==> src/rtl/mem_arbiter.sv <==
// Two-port arbiter in front of the mem_controller CPU port. The winning request is
// latched, issued as a one-cycle rd/wr pulse, and completed back to its requester.
module mem_arbiter #(
   parameter int unsigned ADDR_WIDTH = 10,
   parameter int unsigned DATA_WIDTH = 32,
   parameter int unsigned WR_LAT     = 2,
   parameter bit          FIXED_PRIO = 1'b0
) (
   input  logic                  clk,
   input  logic                  reset,
   input  logic                  i_p0_req,
   input  logic                  i_p0_we,
   input  logic [ADDR_WIDTH-1:0] i_p0_addr,
   input  logic [DATA_WIDTH-1:0] i_p0_wdata,
   output logic                  o_p0_done,
   output logic [DATA_WIDTH-1:0] o_p0_rdata,
   input  logic                  i_p1_req,
   input  logic                  i_p1_we,
   input  logic [ADDR_WIDTH-1:0] i_p1_addr,
   input  logic [DATA_WIDTH-1:0] i_p1_wdata,
   output logic                  o_p1_done,
   output logic [DATA_WIDTH-1:0] o_p1_rdata,
   output logic                  o_mc_wr_req,
   output logic                  o_mc_rd_req,
   output logic [ADDR_WIDTH-1:0] o_mc_addr,
   output logic [DATA_WIDTH-1:0] o_mc_wdata,
   input  logic [DATA_WIDTH-1:0] i_mc_rdata,
   input  logic                  i_mc_rvalid,
   output logic                  o_busy
);

   typedef enum logic [2:0] {StIdle, StIssue, StWrWait, StRdWait, StResp} state_t;

   localparam logic [3:0] WrLatCnt = 4'(WR_LAT);

   state_t                r_state;
   state_t                w_state_d;
   logic                  r_we;
   logic                  r_winner;
   logic                  r_last_gnt;
   logic [ADDR_WIDTH-1:0] r_addr;
   logic [DATA_WIDTH-1:0] r_wdata;
   logic [DATA_WIDTH-1:0] r_rdata;
   logic [3:0]            r_cnt;
   logic                  w_any_req;
   logic                  w_winner;
   logic                  w_done;

   assign w_any_req = i_p0_req | i_p1_req;

   // A single requester always wins; a tie goes to port 0 or to the port not served last.
   always_comb begin
      w_winner = i_p1_req;
      if (i_p0_req && i_p1_req) begin
         w_winner = FIXED_PRIO ? 1'b0 : ~r_last_gnt;
      end
   end

   always_ff @(posedge clk or posedge reset) begin
      if (reset) begin
         r_state    <= StIdle;
         r_we       <= 1'b0;
         r_winner   <= 1'b0;
         r_last_gnt <= 1'b1;
         r_addr     <= '0;
         r_wdata    <= '0;
         r_rdata    <= '0;
         r_cnt      <= '0;
      end else begin
         r_state <= w_state_d;
         case (r_state)
            StIdle: begin
               if (w_any_req) begin
                  r_winner <= w_winner;
                  r_we     <= w_winner ? i_p1_we    : i_p0_we;
                  r_addr   <= w_winner ? i_p1_addr  : i_p0_addr;
                  r_wdata  <= w_winner ? i_p1_wdata : i_p0_wdata;
               end
            end
            StIssue: begin
               r_last_gnt <= r_winner;
               r_cnt      <= WrLatCnt;
            end
            StWrWait: r_cnt <= r_cnt - 4'd1;
            StRdWait: begin
               if (i_mc_rvalid) begin
                  r_rdata <= i_mc_rdata;
               end
            end
            default: ;
         endcase
      end
   end

   always_comb begin
      w_state_d   = r_state;
      w_done      = 1'b0;
      o_mc_wr_req = 1'b0;
      o_mc_rd_req = 1'b0;
      case (r_state)
         StIdle: begin
            if (w_any_req) begin
               w_state_d = StIssue;
            end
         end
         StIssue: begin
            o_mc_wr_req = r_we;
            o_mc_rd_req = ~r_we;
            w_state_d   = r_we ? StWrWait : StRdWait;
         end
         StWrWait: begin
            if (r_cnt <= 4'd1) begin
               w_done    = 1'b1;
               w_state_d = StIdle;
            end
         end
         StRdWait: begin
            if (i_mc_rvalid) begin
               w_state_d = StResp;
            end
         end
         StResp: begin
            w_done    = 1'b1;
            w_state_d = StIdle;
         end
         default: w_state_d = StIdle;
      endcase
   end

   assign o_p0_done  = w_done & ~r_winner;
   assign o_p1_done  = w_done & r_winner;
   assign o_p0_rdata = (r_state == StResp && !r_winner) ? r_rdata : '0;
   assign o_p1_rdata = (r_state == StResp && r_winner) ? r_rdata : '0;
   assign o_mc_addr  = r_addr;
   assign o_mc_wdata = r_wdata;
   assign o_busy     = (r_state != StIdle);

endmodule
==> config.mk <==
export PLATFORM = sky130hd
export DESIGN_NAME = mem_arbiter
export DESIGN_NICKNAME = d
export VERILOG_FILES = /design/src/rtl/mem_arbiter.sv
export SDC_FILE = /design/constraint.sdc
export NUM_CORES = 1
export LEC_CHECK = 0
export CAP_MARGIN = 10
export CORE_ASPECT_RATIO = 1.1
export CORE_MARGIN = 2
export CORE_UTILIZATION = 39
export DETAILED_ROUTE_END_ITERATION = 16
export GPL_TIMING_DRIVEN = 0
export HOLD_SLACK_MARGIN = 0.1
export PLACE_DENSITY = 0.81
export SLEW_MARGIN = 20
export SYNTH_ARGS = -nofsm -noshare
export SYNTH_HDL_FRONTEND = slang
export SYNTH_SLANG_ARGS = --single-unit
==> constraint.sdc <==
create_clock -name clk -period 3.2 [get_ports clk]
set_clock_uncertainty 0.1 [all_clocks]
set_input_delay 0.48 -clock clk [delete_from_list [all_inputs] [get_ports clk]]
set_output_delay 0.48 -clock clk [all_outputs]
set_load 0.005 [all_outputs]
==> flow_summary.yaml <==
global_routing:
  first_global_vias: 3954
  antenna_found_initial: 0
  grt_pass1_wl_um: 19500
  grt_overflow: 0
  track_usage_pct: 21.6
  grt_max_degree: 49
clocking:
  clkTransAtPathRegs_ns: 0.06
  clockBufferDepth: 2
  cts_setup_buffers: 0
  cts.sinks: 84
  numCtsBuffers: 9
  insertion_delay_ns: 0.34
  cts_tree: "done"
  cts_resized: 0
  htreeDepth: 3
  root_buffer: "clkbuf_16"
  cts_hold_buf: 0
pwr:
  power.internal_uw: 3760
  power_uw: 5500
  power.density_nw_per_um2: 777
  p_leak_uw: 0.00294
  combPwrFrac_pct: 45.7
  p_switching_uw: 1740
  pwr-share-clk_pct: 18.9
  swShare_pct: 31.6
  seq_power_share_pct: 35.5
  peakVddDrop_v: 0.000430
setup_path:
  critPathArrivalTime_ns: 2.41
  end_kind: "output pin"
  crit_required_ns: 2.62
  cp_max_fo: 10
  cp-start-kind: "register"
  criticalPathCategory: "register to output pin"
logic_synthesis:
  synth_edf_count: 0
  syn_area_um2: 4240
  ys_warn_count: 0
  ys_seq_elements: 84
  ys_types: 37
  synth-async-reset-ratio_pct: 100
  synth_cells: 356
  syn_area_per_cell_um2: 11.9
  synth-seq-area-share_pct: 49.6
  syn_nets: 481
  synth-main-ff-cell: "dfrtp_1"
drt:
  num_vias: 3861
  drcViolationCount: 0
  drt-total-wl_um: 12800
  firstDrtPassIters: 4
  via_per_inst: 5.15
  avgRoutedWirePerCell_um: 17.1
  postRouteAntennaNets: 0
  drt_iter0_drc: 115
sta:
  max_freq_mhz: 334
  fin_crit_sh_pct: 93.5
  final-hold-violation-count: 0
  relSlewSlack_pct: 65.8
  rsz0062_at_grt: "false"
  setup_viol: 0
  finalCriticalPeriod_ns: 2.99
  tightest_slew_ns: 0.513
  slew_viol_final: 0
floorplanning:
  fp-row-count: 39
  dieArea_um2: 11700
  initial_core_util_pct: 40.4
  dieWidth_um: 103
  die_h_um: 113
  coreArea_um2: 10500
  num_io_pins: 234
layout:
  antenna_cells_inserted: 0
  syn_to_final_growth_pct: 67.1
  multiInputGateArea_um2: 1930
  seq_area_um2: 2100
  post-route-util_pct: 67.5
  layout-drive-gt1-share_pct: 12.5
  nFillCells: 786
  nNetsFinal: 726
worst_hold_path:
  hp-class: "register to register"
job:
  cap_viol_max_count: 0
place:
  hpwl_um: 10300
  place_congestion: 0.831
  io_buffers: 233
status:
  status: "completed"
-- synth_stat cells (all sizes together), types with 2 or more instances --
cell	instances	area share, %
dfrtp	83	49
and2	64	9.5
a21o	44	7.8
o221a	43	11
mux2	33	8.8
buf	17	3.0
clkbuf	14	1.2
inv	7	0.62
nand2	7	0.62
nor2	7	0.62
a21oi	4	0.47
nor3	4	0.74
a31oi	3	0.44
nand3	3	0.89
and3	2	0.30
ha	2	0.59
nand2b	2	0.30
nor2b	2	0.30
o22ai	2	0.30
or2	2	0.30
-- worst max-delay path, stage by stage (launching register included) --
cell and delay, ns:
dfrtp_1 0.42, buf_6 0.16, nor2_1 0.16, and3_1 0.28
clkbuf_1 0.34, and2_1 0.19, clkdlybuf4s50_1 0.53
-- registers in the layout (all words and copies together), names as in the netlist --
register	flops
o_mc_wdata	32
r_we	1
r_cnt	4
r_last_gnt	1
r_state	3
r_winner	1
r_rdata	32
o_mc_addr	10
-- through the flow --
stage / hold WS (ns) / cells / setup slack [ns] / setup TNS (ns) / instance area (µm²)
finish: 0.396 / 749 / 0.207 / 0 / 7080
global route: 0.408 / 749 / 0.0544 / 0 / 7080
CTS: 0.403 / 749 / 0.181 / 0 / 7080
detailed placement: 0.389 / 733 / 0.561 / 0 / 6780
global placement: 0.380 / 732 / -0.919 / -76.09 / 6750
floorplan: 0.370 / 356 / 0.457 / 0 / 4240
-- placed cells by master, fill, tap and decap left out, drive strengths merged --
cell,count
clkbuf,30
a211o,1
and2b,1
o221a,43
dfstp,1
a32oi,1
nor4b,1
a2bb2oi,1
o31ai,1
clkdlybuf4s50,233
dfrtp,83
inv,7
mux2,33
and3,2
a21oi,4
or2,2
buf,18
nor3b,1
nor2,7
nand2,7
o21ai,1
nor3,4
nand2b,2
a31oi,3
a21o,44
o211ai,1
ha,2
o22ai,2
and2,64
nor2b,2
a22o,1
nand3,3
-- cell type report --
cell class              count  area share [%]
repair buffers            234            33.3
flip-flops and latches     84            29.7
multi-input cells         234            27.3
clock buffers              16            4.26
well taps                 143            2.53
plain buffers              31            2.51
inverters                   7           0.407
-- path summary, 6_finish.rpt --
kind	end	cells after the start	start	slack, ns
min in group asynchronous	r_rdata[7]$_DFFE_PP0P_	2	reset	0.42
hold / removal	r_rdata[22]$_DFFE_PP0P_	1	r_rdata[22]$_DFFE_PP0P_	0.40
setup reg to reg	o_mc_wdata[23]$_DFFE_PP0P_	4	r_state[1]$_DFFE_PP0P_	1.43
max in group asynchronous	r_last_gnt$_DFFE_PP1N_	3	reset	1.90
hold reg to reg	r_rdata[22]$_DFFE_PP0P_	1	r_rdata[22]$_DFFE_PP0P_	0.40
setup / recovery	o_p1_rdata[2]	6	r_state[0]$_DFFE_PP0P_	0.21
-- logic make-up (layout without fill, tap and decap cells) --
| family | Yosys count | count (layout) | share of synthesized area (%) |
|---|---|---|---|
| AOI/OAI and AO/OA | 103 | 103 | 21.7 |
| buffers and inverters | 38 | 288 | 4.81 |
| adders and majority gates | 2 | 2 | 0.591 |
| muxes | 33 | 33 | 8.77 |
| DFF | 84 | 84 | 49.6 |
| and+or+nand+nor | 96 | 96 | 14.4 |
-- per-layer routing --
metal | global-route usage [%] | vias up | routed length, µm
met2 | 36.2 | 201 | 6120
met4 | 8.07 | 0 | 246
met5 | 0 | - | 0
li1 | - | 1791 | -
met3 | 6.24 | 20 | 1340
met1 | 25.9 | 1849 | 5120
-- power groups by stage --
| stage | Sequential, µW | Combinational (µW) | Clock (µW) |
|---|---|---|---|
| after floorplan | 1890 | 1400 | 0 |
| after global placement | 1930 | 2460 | 0 |
| after detailed placement | 1970 | 2530 | 0 |
| after CTS | 1960 | 2540 | 1060 |
| after global routing | 2020 | 2710 | 1100 |
| final | 1950 | 2510 | 1040 |
(Power assumes the default switching activity.)
